<file path="config.mk">
export PLATFORM = sky130hd
export DESIGN_NAME = pe_operand_feeder
export DESIGN_NICKNAME = d
export VERILOG_FILES = /design/src/rtl/pe_operand_feeder.sv
export SDC_FILE = /design/constraint.sdc
export NUM_CORES = 1
export LEC_CHECK = 0
export ABC_CLOCK_PERIOD_IN_PS = 7580
export BUFFER_PORTS_ARGS = -buffer_cell sky130_fd_sc_hd__buf_4
export CAP_MARGIN = 20
export CORE_MARGIN = 2
export CORE_UTILIZATION = 42
export DETAILED_ROUTE_END_ITERATION = 8
export SLEW_MARGIN = 20
export SYNTH_ARGS = -nofsm -noshare
export SYNTH_HDL_FRONTEND = slang
export SYNTH_SLANG_ARGS = --single-unit
</file>
<file path="constraint.sdc">
create_clock -name clk -period 7.58 [get_ports clk]
set_input_delay 1.895 -clock clk [delete_from_list [all_inputs] [get_ports clk]]
set_output_delay 1.895 -clock clk [all_outputs]
set_load 0.01 [all_outputs]
</file>
<file path="src/rtl/pe_operand_feeder.sv">
// Operand sequencer for one FP16 MAC PE: buffers weight/input vectors and streams pairs.
// Optional macro ZERO_SKIP_EN: pairs with a zero (+/-0) weight or input are not issued.
module pe_operand_feeder #(
   parameter int DW     = 16,
   parameter int DEPTH  = 16,
   parameter int AW     = 4,
   parameter int PE_LAT = 3
) (
   input  logic          clk,
   input  logic          rst,
   input  logic          wr_en,
   input  logic          wr_sel,
   input  logic [AW-1:0] wr_addr,
   input  logic [DW-1:0] wr_data,
   input  logic [AW:0]   cfg_len,
   input  logic [DW-1:0] cfg_bias,
   input  logic          start,
   output logic          busy,
   output logic          done,
   output logic [DW-1:0] o_wgt,
   output logic [DW-1:0] o_ipt,
   output logic [DW-1:0] o_psum,
   output logic          o_accum_ctr,
   output logic          o_valid
);

   localparam logic [1:0] S_IDLE   = 2'd0;
   localparam logic [1:0] S_STREAM = 2'd1;
   localparam logic [1:0] S_DRAIN  = 2'd2;
   localparam int AW1 = AW + 1;
   localparam int CW  = $clog2(PE_LAT + 1);

   logic [1:0]    state, state_n;
   logic [AW:0]   len_r;
   logic [AW:0]   ptr, ptr_n;
   logic [CW-1:0] dcnt, dcnt_n;
   logic [DW-1:0] bias_r;
   logic          start_q;

   logic [DW-1:0] wgt_mem [DEPTH];
   logic [DW-1:0] ipt_mem [DEPTH];
   logic [DW-1:0] wgt_eff [DEPTH];
   logic [DW-1:0] ipt_eff [DEPTH];

   logic             wr_ok, start_acc, issue, more;
   logic [AW:0]      len_cfg, len_use, from_idx, j1, j2;
   logic [AW-1:0]    pick;
   logic [DEPTH-1:0] issuable;
   logic [DW-1:0]    wgt_n, ipt_n, psum_n;
   logic             ctr_n, valid_n, done_n;

   // Lowest set bit of m at or above 'from'; DEPTH when there is none.
   function automatic logic [AW:0] find_next(input logic [DEPTH-1:0] m, input logic [AW:0] from);
      logic [AW:0] r;
      r = AW1'(DEPTH);
      for (int i = DEPTH - 1; i >= 0; i--) begin
         if (m[i] && (AW1'(i) >= from)) r = AW1'(i);
      end
      return r;
   endfunction

   assign wr_ok     = wr_en && (state == S_IDLE);
   assign start_acc = start && !start_q && (state == S_IDLE);
   assign len_cfg   = (cfg_len > AW1'(DEPTH)) ? AW1'(DEPTH) : cfg_len;
   assign len_use   = (state == S_IDLE) ? len_cfg : len_r;
   assign from_idx  = (state == S_IDLE) ? '0 : ptr;
   assign busy      = (state != S_IDLE);

   always_ff @(posedge clk) begin
      if (wr_ok) begin
         if (wr_sel) ipt_mem[wr_addr] <= wr_data;
         else        wgt_mem[wr_addr] <= wr_data;
      end
   end

   // Forward a write landing in the start cycle so the run sees the new entry.
   always_comb begin
      for (int i = 0; i < DEPTH; i++) begin
         wgt_eff[i] = wgt_mem[i];
         ipt_eff[i] = ipt_mem[i];
         if (wr_ok && (wr_addr == AW'(i))) begin
            if (wr_sel) ipt_eff[i] = wr_data;
            else        wgt_eff[i] = wr_data;
         end
      end
   end

   always_comb begin
      for (int i = 0; i < DEPTH; i++) begin
`ifdef ZERO_SKIP_EN
         issuable[i] = (AW1'(i) < len_use) && (|wgt_eff[i][DW-2:0]) && (|ipt_eff[i][DW-2:0]);
`else
         issuable[i] = (AW1'(i) < len_use);
`endif
      end
   end

   // An all-zero vector still issues pair 0 so the PE loads the bias.
   assign j1   = find_next(issuable, from_idx);
   assign j2   = find_next(issuable, j1 + AW1'(1));
   assign pick = (j1 == AW1'(DEPTH)) ? '0 : j1[AW-1:0];
   assign more = (j2 != AW1'(DEPTH));

   always_comb begin
      state_n = state;
      ptr_n   = ptr;
      dcnt_n  = dcnt;
      wgt_n   = o_wgt;
      ipt_n   = o_ipt;
      psum_n  = o_psum;
      ctr_n   = o_accum_ctr;
      valid_n = 1'b0;
      issue   = 1'b0;
      case (state)
         S_IDLE: begin
            if (start_acc) begin
               psum_n = cfg_bias;
               if (len_cfg == '0) begin
                  state_n = S_DRAIN;
                  dcnt_n  = '0;
                  wgt_n   = '0;
                  ipt_n   = '0;
                  ctr_n   = 1'b1;
               end else begin
                  issue = 1'b1;
               end
            end
         end
         S_STREAM: issue = 1'b1;
         S_DRAIN: begin
            wgt_n = '0;
            ipt_n = '0;
            ctr_n = 1'b1;
            if (dcnt == '0) state_n = S_IDLE;
            else            dcnt_n  = dcnt - CW'(1);
         end
         default: state_n = S_IDLE;
      endcase
      if (issue) begin
         wgt_n   = wgt_eff[pick];
         ipt_n   = ipt_eff[pick];
         psum_n  = (state == S_IDLE) ? cfg_bias : bias_r;
         ctr_n   = (state != S_IDLE);
         valid_n = 1'b1;
         ptr_n   = {1'b0, pick} + AW1'(1);
         if (more) begin
            state_n = S_STREAM;
         end else begin
            // State already reads DRAIN while the last pair is on the outputs.
            state_n = S_DRAIN;
            dcnt_n  = CW'(PE_LAT);
         end
      end
      done_n = (state_n == S_DRAIN) && (dcnt_n == '0);
   end

   always_ff @(posedge clk or negedge rst) begin
      if (!rst) begin
         state       <= S_IDLE;
         len_r       <= '0;
         ptr         <= '0;
         dcnt        <= '0;
         start_q     <= 1'b0;
         done        <= 1'b0;
         o_wgt       <= '0;
         o_ipt       <= '0;
         o_psum      <= '0;
         o_accum_ctr <= 1'b1;
         o_valid     <= 1'b0;
      end else begin
         state       <= state_n;
         ptr         <= ptr_n;
         dcnt        <= dcnt_n;
         start_q     <= start;
         done        <= done_n;
         o_wgt       <= wgt_n;
         o_ipt       <= ipt_n;
         o_psum      <= psum_n;
         o_accum_ctr <= ctr_n;
         o_valid     <= valid_n;
         if (start_acc) len_r <= len_cfg;
      end
   end

   always_ff @(posedge clk) begin
      if (start_acc) bias_r <= cfg_bias;
   end

endmodule
</file>
==> summary.md <==
• **Total Routed Length** 67300 um
• **die extent in y** 249 um
• **initial antenna violation count** 3
• **post-route fraction of the period consumed by the critical path** 81.6%
• **count of final max-slew check failures** 0
• **classification of the worst-slack hold path** register to register
• **violations in the final reports** design-rule violations
• **Synth Area per Inst** 12.9 um2
• **clk buf depth** 3
• **Yosys warnings** 0
• **buffer count from post-CTS setup fixing** 0
• **transition at the pin with the smallest max-transition slack** 1.10 ns
• **final setup violation count** 0
• **n_diodes** 0
• **sinks on the clock net** 594
• **ranking of synthesized cells by area** edfxtp_1, dfrtp_1, o221ai_1
• **pin count of the biggest net entering global routing** 201
• **maximum fanout count along the critical path** 15
• **number of design-rule violations left by the first detailed-router iteration** 1681
• **root buffer cell** clkbuf_16
• **DIE AREA** 61800 um2
• **post-route antenna net violation count** 0
• **die width** 249 um
• **number of synthesized flops with an enable pin** 528
• **unrepaired setup endpoints after global routing** false
• **setup clock skew after layout** 0.0267 ns
• **headroom to the max-slew limit** 26.9%
• **clock slew seen by the registers of the worst setup and hold paths** 0.06 ns
• **synthesis-to-layout area growth** 13.6%
• **Maximum Capacitance Violations** 0
• **count of vias placed by the detailed router** 16937
• **status** complete, but fails checks
• **maximum level of the CTS H-tree** 2
• **source of the worst register-to-register timing path** state[1]$_DFF_PN0_
• **most common library cells after synthesis** edfxtp_1, nor2_1, o221ai_1, nand2_1, o21ai_0
• **Startpoint Class** primary input
• **num rows** 89
• **element type at the critical path end** register
• **cell with the most instances after synthesis** edfxtp_1
• **Layout Nets** 2041
• **sequential share of the synthesized area** 69.7%
• **synth unique cells** 78
• **number of gates given a new drive strength after cts** 0
• **start point of the critical path** cfg_len[4]
• **clock latency of the later-clocked register in the worst-skew pair** 0.65 ns
• **final hold violations** 0
• **number of inserted filler cells in the final layout** 5114
• **CTS tree** built
• **Post-Layout Cell Count** 2812
• **worst slack after detailed placement** 0.809 ns
• **kind of critical path** primary input to register
• **share of layout cells above drive strength 1** 14.5%
• **count of buffers from port buffering** 97
• **DRC errors left** 9
• **dpl cell area** 26600 um2
• **fin crit period** 6.18 ns
• **Main synth FF type** edfxtp_1
• **routability congestion estimate from global placement** 0.862
• **mean number of vias per cell** 6.02
• **Synth Net Count** 1994
• **worst endpoint data arrival time** 6.74 ns
• **# placed instances** 2700
• **wire length of the first global-routing pass** 103000 um
• **initial standard-cell utilization of the core** 42.5%
• **start point of the worst min-delay path** bias_r[3]$_DFFE_PP_
• **library cell occupying the most area in the post-synthesis netlist** edfxtp_1
• **placed wire-length estimate** 40200 um
• **post-route setup slack** 1.40 ns
• **vias in the first global route** 16217
• **Non-Filler Cell Area, Final** 28500 um2
• **mean routed wirelength per cell** 23.9 um
• **fraction of synthesized cell area taken by the top area cell type** 63.1%
• **register bit count reported by yosys** 594
• **number of detailed-routing iterations run before antenna repair** 8
• **highest achievable clock rate** 162 MHz
• **Remaining Overflow, GRT** 0
• **final total negative setup slack** 0 ns
• **Total Routing Usage GR** 21.4%
• **area of the mapped netlist** 25100 um2
• **required time of the critical path** 8.14 ns
• **number of CTS-inserted buffers** 61
• **CTS Hold Bufs** 0
• **synthesized instance count** 1943
• **core region area** 59100 um2
• **number of ports placed on the die boundary** 98
• **async set or reset register ratio after synthesis** 11.1%
## per-layer routing
layer | GRT usage [%] | vias up | wire length, um
met4 | 4.52 | 6 | 964
met1 | 31.4 | 8494 | 30100
li1 | - | 7700 | -
met5 | 0 | - | 40
met3 | 4.56 | 83 | 5310
met2 | 32.8 | 654 | 30900
## cell usage in the layout, fill, tap and decap left out, drive strengths merged, types with 7 or more instances in the layout
cell type | netlist | final
clkbuf | 100 | 83
dfrtp | 65 | 65
inv | 21 | 22
nor2 | 276 | 276
nand2 | 159 | 159
nor3 | 73 | 73
nand3 | 42 | 42
nand3b | 9 | 9
mux2i | 17 | 17
o221ai | 161 | 161
edfxtp | 528 | 528
o21ai | 196 | 196
clkinv | 1 | 24
o221a | 32 | 32
buf | 57 | 141
o311ai | 35 | 35
a21oi | 20 | 20
o21a | 7 | 7
o32ai | 33 | 33
## layout make-up
cell class                      instances  area (um2)  share of cell area [%]
Clock buffer                           83        1660                    5.81
Clock inverter                         29         269                   0.943
Inverter                               22        82.6                   0.289
Multi-Input combinational cell       1170        6940                    24.3
Sequential cell                       594       17500                    61.4
Tap cell                              773         967                    3.39
Timing Repair Buffer                  141        1110                    3.88
## path summary, 6_finish.rpt
check,end,slack [ns],depth (start not counted)
worst max-delay path,state[1]$_DFF_PN0_,1.40,17
worst min-delay path,o_psum[3]$_DFFE_PN0P_,0.45,2
worst max register to register,state[1]$_DFF_PN0_,1.53,17
worst min register to register,o_psum[3]$_DFFE_PN0P_,0.45,2
max in group asynchronous,o_ipt[6]$_DFFE_PN0P_,5.52,1
min in group asynchronous,o_valid$_DFF_PN0_,1.41,1
## stage by stage
stage                     utilization, %  hold slack [ns]
after floorplan                        -            0.426
after global placement              45.0            0.431
after detailed placement            45.0            0.437
after CTS                           48.3            0.455
after global routing                48.3            0.471
final                               48.3            0.450
## critical path: stages
cell,delay [ns]
buf_4,0.13
nor2_1,0.10
o21ai_1,0.79
o21ai_1,0.26
or4b_1,0.60
a221o_1,0.36
a311o_2,0.50
ha_1,0.44
inv_1,0.14
a21oi_1,0.15
o21bai_1,0.09
nand2b_1,0.15
o221ai_1,0.19
o211a_1,0.18
o211ai_1,0.10
nor4_1,0.49
nand3b_1,0.18
## cells by family after synthesis
group                    Yosys count  synth area share [%]
AO/OA/AOI/OAI                    546                  16.0
buffers and inverters            179                  2.97
flip-flops                       594                  69.7
AND/OR/NAND/NOR                  600                  10.3
XOR/XNOR                           1                0.0349
adder cells (fa/ha/maj)            5                 0.249
multiplexers                      18                 0.737
## registers in the layout, indices dropped and copies added (netlist names)
signal       count
bias_r          16
dcnt             2
done             1
ipt_mem        256
len_r            5
o_accum_ctr      1
o_ipt           16
o_psum          16
o_valid          1
o_wgt           16
ptr              5
start_q          1
state            2
wgt_mem        256
Power is left out: the tool's default activity adds up to more than one toggle a clock period on the data nets, which glitch-free logic cannot reach.
